[config.mk]
export PLATFORM = sky130hd
export DESIGN_NAME = per_multi_rst_clk_seq
export DESIGN_NICKNAME = d
export VERILOG_FILES = /design/src/rtl/per_multi_rst_clk_seq_pkg.sv /design/src/rtl/per_multi_rst_clk_seq_ch.sv /design/src/rtl/per_multi_rst_clk_seq.sv
export SDC_FILE = /design/constraint.sdc
export NUM_CORES = 1
export LEC_CHECK = 0
export ABC_CLOCK_PERIOD_IN_PS = 2000
export CAP_MARGIN = 10
export CORE_MARGIN = 2
export CORE_UTILIZATION = 28
export CTS_CLUSTER_SIZE = 14
export DETAILED_ROUTE_END_ITERATION = 6
export GPL_TIMING_DRIVEN = 0
export SETUP_SLACK_MARGIN = 0.05
export SYNTH_ARGS = -nofsm -noshare
export SYNTH_HDL_FRONTEND = slang
export SYNTH_SLANG_ARGS = --single-unit
[constraint.sdc]
create_clock -name i_clk -period 2 [get_ports i_clk]
set_input_delay 0.4 -clock i_clk [delete_from_list [all_inputs] [get_ports i_clk]]
set_output_delay 0.4 -clock i_clk [all_outputs]
set_load 0.005 [all_outputs]
[src/rtl/per_multi_rst_clk_seq_pkg.sv]
// ============================================================================
// Module : rcc_seq_pkg
// Brief  : State encodings and counter sizing for the RCC reset/clock sequencer
// Rev    : 1.0  initial release
// ============================================================================
`default_nettype none

package rcc_seq_pkg;

  localparam logic [1:0] ST_HOLD   = 2'd0;
  localparam logic [1:0] ST_REL    = 2'd1;
  localparam logic [1:0] ST_RUN    = 2'd2;
  localparam logic [1:0] ST_ASSERT = 2'd3;

  function automatic int cnt_width(input int a, input int b, input int c);
    int m;
    m = a;
    if (b > m) m = b;
    if (c > m) m = c;
    return $clog2(m + 1);
  endfunction

endpackage

`default_nettype wire

[src/rtl/per_multi_rst_clk_seq_ch.sv]
// ============================================================================
// Module : per_rst_clk_seq_ch
// Brief  : Single-channel reset/clock-enable sequencer FSM with optional
//          idle auto-gating (macro PER_AUTO_IDLE_GATE_EN)
// Rev    : 1.0  initial release
// ============================================================================
`default_nettype none

module per_rst_clk_seq_ch
  import rcc_seq_pkg::*;
#(
  parameter int RST_CLK_CYCLES           = 4,
  parameter int CLK_ON_AFTER_RST_RELEASE = 2,
  parameter int IDLE_CYCLES              = 16
) (
  input  logic i_clk,
  input  logic sys_rst_n,
  input  logic en_req,
  input  logic rst_req,
  input  logic idle,
  output logic clk_en,
  output logic rst_n,
  output logic rdy,
  output logic busy
);

  localparam int            CW         = cnt_width(RST_CLK_CYCLES, CLK_ON_AFTER_RST_RELEASE,
                                                   IDLE_CYCLES);
  localparam logic [CW-1:0] C_RST_LOAD = CW'(RST_CLK_CYCLES);
  localparam logic [CW-1:0] C_REL_LOAD = CW'(CLK_ON_AFTER_RST_RELEASE);
  localparam logic [CW-1:0] C_ONE      = CW'(1);

  logic [1:0]    state_q, state_d;
  logic [CW-1:0] cnt_q, cnt_d;
  logic          clk_en_q, clk_en_d;
  logic          rst_n_q, rst_n_d;
  logic          rdy_q, rdy_d;
  logic          busy_q, busy_d;
  logic          idle_gate;

  always_comb begin
    state_d = state_q;
    cnt_d   = cnt_q;
    case (state_q)
      ST_HOLD: begin
        if (!rst_req) begin
          if (C_REL_LOAD == '0) begin
            state_d = ST_RUN;
          end else begin
            state_d = ST_REL;
            cnt_d   = C_REL_LOAD;
          end
        end
      end
      ST_REL: begin
        // A new reset request wins over completing the release delay
        if (rst_req) begin
          state_d = ST_ASSERT;
          cnt_d   = C_RST_LOAD;
        end else if (cnt_q <= C_ONE) begin
          state_d = ST_RUN;
          cnt_d   = '0;
        end else begin
          cnt_d   = cnt_q - C_ONE;
        end
      end
      ST_RUN: begin
        if (rst_req) begin
          state_d = ST_ASSERT;
          cnt_d   = C_RST_LOAD;
        end
      end
      default: begin
        // ASSERT ignores rst_req so the reset width is never cut or extended
        if (cnt_q <= C_ONE) begin
          state_d = ST_HOLD;
          cnt_d   = '0;
        end else begin
          cnt_d   = cnt_q - C_ONE;
        end
      end
    endcase
  end

`ifdef PER_AUTO_IDLE_GATE_EN
  localparam logic [CW-1:0] C_IDLE = CW'(IDLE_CYCLES);

  logic [CW-1:0] idle_cnt_q, idle_cnt_d;

  always_comb begin
    idle_cnt_d = '0;
    if ((state_q == ST_RUN) && (state_d == ST_RUN) && en_req && idle) begin
      idle_cnt_d = (idle_cnt_q == C_IDLE) ? idle_cnt_q : idle_cnt_q + C_ONE;
    end
  end

  assign idle_gate = (idle_cnt_q == C_IDLE) && idle;

  always_ff @(posedge i_clk or negedge sys_rst_n) begin
    if (!sys_rst_n) begin
      idle_cnt_q <= '0;
    end else begin
      idle_cnt_q <= idle_cnt_d;
    end
  end
`else
  logic unused_idle;
  assign unused_idle = idle;
  assign idle_gate   = 1'b0;
`endif

  // Outputs are decoded from the next state so they line up with the state flops
  always_comb begin
    clk_en_d = 1'b0;
    rst_n_d  = 1'b0;
    rdy_d    = 1'b0;
    busy_d   = 1'b0;
    case (state_d)
      ST_HOLD: ;
      ST_REL: begin
        rst_n_d = 1'b1;
        busy_d  = 1'b1;
      end
      ST_RUN: begin
        rst_n_d  = 1'b1;
        rdy_d    = 1'b1;
        clk_en_d = en_req & ~idle_gate;
      end
      default: begin
        clk_en_d = 1'b1;
        busy_d   = 1'b1;
      end
    endcase
  end

  always_ff @(posedge i_clk or negedge sys_rst_n) begin
    if (!sys_rst_n) begin
      state_q  <= ST_HOLD;
      cnt_q    <= '0;
      clk_en_q <= 1'b0;
      rst_n_q  <= 1'b0;
      rdy_q    <= 1'b0;
      busy_q   <= 1'b0;
    end else begin
      state_q  <= state_d;
      cnt_q    <= cnt_d;
      clk_en_q <= clk_en_d;
      rst_n_q  <= rst_n_d;
      rdy_q    <= rdy_d;
      busy_q   <= busy_d;
    end
  end

  assign clk_en = clk_en_q;
  assign rst_n  = rst_n_q;
  assign rdy    = rdy_q;
  assign busy   = busy_q;

endmodule

`default_nettype wire

[src/rtl/per_multi_rst_clk_seq.sv]
// ============================================================================
// Module : per_multi_rst_clk_seq
// Brief  : N-channel RCC reset/clock-enable sequencer; optional idle
//          auto-gating via macro PER_AUTO_IDLE_GATE_EN
// Rev    : 1.0  initial release
// ============================================================================
`default_nettype none

module per_multi_rst_clk_seq
  import rcc_seq_pkg::*;
#(
  parameter int CH_NUM                   = 4,
  parameter int RST_CLK_CYCLES           = 4,
  parameter int CLK_ON_AFTER_RST_RELEASE = 2,
  parameter int IDLE_CYCLES              = 16
) (
  input  logic              i_clk,
  input  logic              sys_rst_n,
  input  logic [CH_NUM-1:0] ch_en_req,
  input  logic [CH_NUM-1:0] ch_rst_req,
  input  logic [CH_NUM-1:0] ch_idle,
  input  logic              testmode,
  output logic [CH_NUM-1:0] ch_clk_en,
  output logic [CH_NUM-1:0] ch_rst_n,
  output logic [CH_NUM-1:0] ch_rdy,
  output logic [CH_NUM-1:0] ch_busy
);

  logic [CH_NUM-1:0] clk_en_seq;

  for (genvar i = 0; i < CH_NUM; i++) begin : g_ch
    per_rst_clk_seq_ch #(
      .RST_CLK_CYCLES          (RST_CLK_CYCLES),
      .CLK_ON_AFTER_RST_RELEASE(CLK_ON_AFTER_RST_RELEASE),
      .IDLE_CYCLES             (IDLE_CYCLES)
    ) u_ch (
      .i_clk    (i_clk),
      .sys_rst_n(sys_rst_n),
      .en_req   (ch_en_req[i]),
      .rst_req  (ch_rst_req[i]),
      .idle     (ch_idle[i]),
      .clk_en   (clk_en_seq[i]),
      .rst_n    (ch_rst_n[i]),
      .rdy      (ch_rdy[i]),
      .busy     (ch_busy[i])
    );
  end

  // testmode bypasses the sequencer on the gate enables only
  assign ch_clk_en = clk_en_seq | {CH_NUM{testmode}};

endmodule

`default_nettype wire

==> metrics.md <==
| Metric | Value |
|---|---|
| Outcome | `finished, final reports clean` |
| FMAX | `535 MHz` |
| Endpoints failing hold | `0` |
| Initial antenna violation count | `0` |
| Final worst-path cycle share | `0.934` |
| Critical-path maximum fanout | `4` |
| Synth Instances | `236` |
| Die Footprint | `0.00872 sq mm` |
| Yosys reg bits | `40` |
| Post-synthesis sequential area ratio | `0.448` |
| Syn nets | `267` |
| Most common cell after layout, fill and taps aside | `dfrtp_1` |
| Setup violations, final | `0` |
| Area growth, synth to finish | `26.2%` |
| Clock net sink count | `40` |
| Slowest CP cell | `dfrtp_1` |
| Buf/Inv on CP | `1` |
| Remaining antenna violation count | `0` |
| CTS tree | `done` |
| Routed wire per std cell | `11.0 um` |
| Number of CTS-inserted buffers | `5` |
| Top FF cell, synth | `dfrtp_1` |
| MaxCap Viol Count | `0` |
| Core area | `0.00773 sq mm` |
| Final HPWL DP | `3140 um` |
| Placed cell area | `0.00264 sq mm` |
| Critical Path, Cell by Cell | `inv_2, ha_1, o21ba_2, nor4_4, nand2b_4, o311ai_2, ha_2, a21o_1` |
| Peak supply drop | `0.000589 V` |
| Hold Path Class | `input pin to async pin` |
| Clk Tree Root Cell | `clkbuf_8` |
| Overall Global Routing Usage | `0.107` |
| Post-synth cell types | `44` |
| Initial Util | `0.289` |
| Synth top area cells | `dfrtp_1 (45%), ha_1 (9.0%), o21ai_0 (6.7%), inv_1 (4.2%), buf_4 (4.0%)` |
| Vias/cell | `4.64` |
| Total wire length | `4170 um` |
| Total grt overflow | `0` |
| Bufs on Longest Clock Path | `2` |
| Dominant cell type by area after synthesis | `dfrtp_1` |
| Max-slew violations | `0` |
| Kind of critical path | `flip-flop to flip-flop` |
| Minimum clock period | `1.87 ns` |
| PD cells | `1580 mW/mm^2` |
| Final Util | `0.365` |
| CP endpoint kind | `flip-flop` |
| Htree depth | `2` |
| Most frequent cells in the layout | `dfrtp_1 (39), o21ai_0 (29), inv_1 (24)` |
| Clock slew at reported path FFs | `0.07 ns` |
| DR vias | `1755` |
| Die X | `93.4 um` |
| Diode count | `0` |
| Post-synth ARST share | `1.00` |
| Cell Area, Synth | `0.00224 sq mm` |
| Max stage delay on crit path | `0.42 ns` |
| Worst rel slew slack | `0.714` |
| Clock Skew | `0.00791 ns` |
| Worst path arrival time | `2.05 ns` |
| Worst-margin pin slew | `0.424 ns` |
| Multi-input logic area | `0.00108 sq mm` |
| Flip-flop and latch area | `0.00100 sq mm` |
| LEAKAGE | `1.28 nW` |
| Yosys Warn Count | `0` |
| CP required | `2.18 ns` |
| Number of global-route vias before repair | `1703` |
| Delay-heaviest family, CP | `simple AND/OR/NAND/NOR gates` |
| Crit path launch type | `flip-flop` |
| Nets | `307` |
| Syn avg cell area | `9.47 sq um` |
| Drt first pass iters | `4` |
| FP Rows | `32` |
| Clock latency on the worst-skew pair | `0.29 ns` |
| Worst R2R Start | `g_ch[1].u_ch.cnt_q[1]` |
| RePlAce Congestion | `0.871` |
| Post-detailed-route DRC marker count | `0` |
| Largest net degree at the start of global routing | `39` |
| Die height | `93.4 um` |
| I/O pins | `31` |
| EDFF count, synth | `0` |
| Final Cell Area | `0.00282 sq mm` |
| CP Launch Point | `g_ch[1].u_ch.cnt_q[1]` |
| Fillers | `784` |
| Share of post-route cells with drive strength above 1 | `0.163` |
| Top-area cell type share of the netlist area | `0.448` |
| 1st-iter DRT viols | `98` |
| First-pass GRT wire length | `7400 um` |
| RSZ-0062 raised after global routing | `true` |
| Buffers on Ports | `26` |
==> metal layers <==
metal	share of wire	GRT usage
met1	0.46	0.133
met3	0.043	0.0218
met5	0	0
met4	0.021	0.0515
met2	0.48	0.176
==> layout make-up <==
type,instances,share of cell area
plain buffers,15,0.0359
clock buffers,7,0.0341
inverters,25,0.0333
multi-input cells,156,0.384
flip-flops and latches,40,0.355
well taps,102,0.0452
repair buffers,33,0.113
==> path summary, 6_finish.rpt <==
check / slack, ns / endpoint / cells past startpoint
worst max-delay path: 0.13 / g_ch[1].u_ch.clk_en / 8
worst min-delay path: 0.44 / g_ch[2].u_ch.rdy / 2
worst max register to register: 0.13 / g_ch[1].u_ch.clk_en / 8
worst min register to register: 0.52 / g_ch[2].u_ch.cnt_q[3] / 1
max in group asynchronous: 1.16 / g_ch[1].u_ch.cnt_q[0] / 3
min in group i_clk: 0.52 / g_ch[2].u_ch.cnt_q[3] / 1
==> synthesized netlist by cell type (4+ instances only) <==
library cell and count:
xor2_1 5, nor3_1 6, ha_1 16, nor2b_1 4, buf_4 12, dfrtp_1 40
nand2b_1 4, nor2_1 12, nand2_1 11, a21o_1 6, inv_1 25, o21ai_0 30
or2_2 4, o21ai_1 5, a21oi_1 10
==> registers in the layout, indices dropped and copies added, names as in the netlist <==
| register | count |
|---|---|
| g_ch.u_ch.busy | 3 |
| g_ch.u_ch.clk_en | 4 |
| g_ch.u_ch.cnt_q | 20 |
| g_ch.u_ch.rdy | 4 |
| g_ch.u_ch.rst_n | 4 |
| g_ch.u_ch.state_q | 5 |
==> logic make-up (layout without fill, tap and decap cells) <==
| group | Yosys count | in the layout | share of synthesized area |
|---|---|---|---|
| mux | 1 | 1 | 0.00448 |
| compound gates | 71 | 71 | 0.191 |
| xor+xnor | 7 | 7 | 0.0274 |
| fa+ha+maj | 16 | 16 | 0.0895 |
| flops | 40 | 40 | 0.448 |
| buf+inv | 40 | 80 | 0.0873 |
| simple gates | 61 | 61 | 0.152 |
==> report_power, final <==
group	internal [mW]	leakage [nW]	total, mW	switching (mW)
clock	0.307	0.0503	0.562	0.255
sequential	1.18	0.485	1.52	0.333
combinational	1.23	0.745	2.38	1.15
total	2.72	1.28	4.46	1.74
==> timing repair <==
item                                    4_1_cts  5_1_grt
pin swaps                                     0        2
gates resized for setup                       5       10
hold endpoints to repair                      2        0
endpoints found under the setup margin        6        5
buffers inserted                              0        5
hold buffers                                  1        0
==> metrics by stage <==
| stage | std cells | total power [mW] | hold WS, ns | TNS [ns] | worst slack (ns) |
|---|---|---|---|---|---|
| 3_5_place_dp | 365 | 3.77 | 0.209 | -0.406 | -0.162 |
| 5_1_grt | 378 | 4.97 | 0.463 | -0.0165 | -0.0165 |
| 2_1_floorplan | 236 | 3.07 | 0.104 | 0 | 0.288 |
| 4_1_cts | 373 | 4.36 | 0.424 | 0 | 0.118 |
| 6_report | 378 | 4.46 | 0.440 | 0 | 0.132 |
| 3_3_place_gp | 364 | 3.72 | 0.504 | -20.34 | -0.502 |
Power figures use the tool's default switching activity.
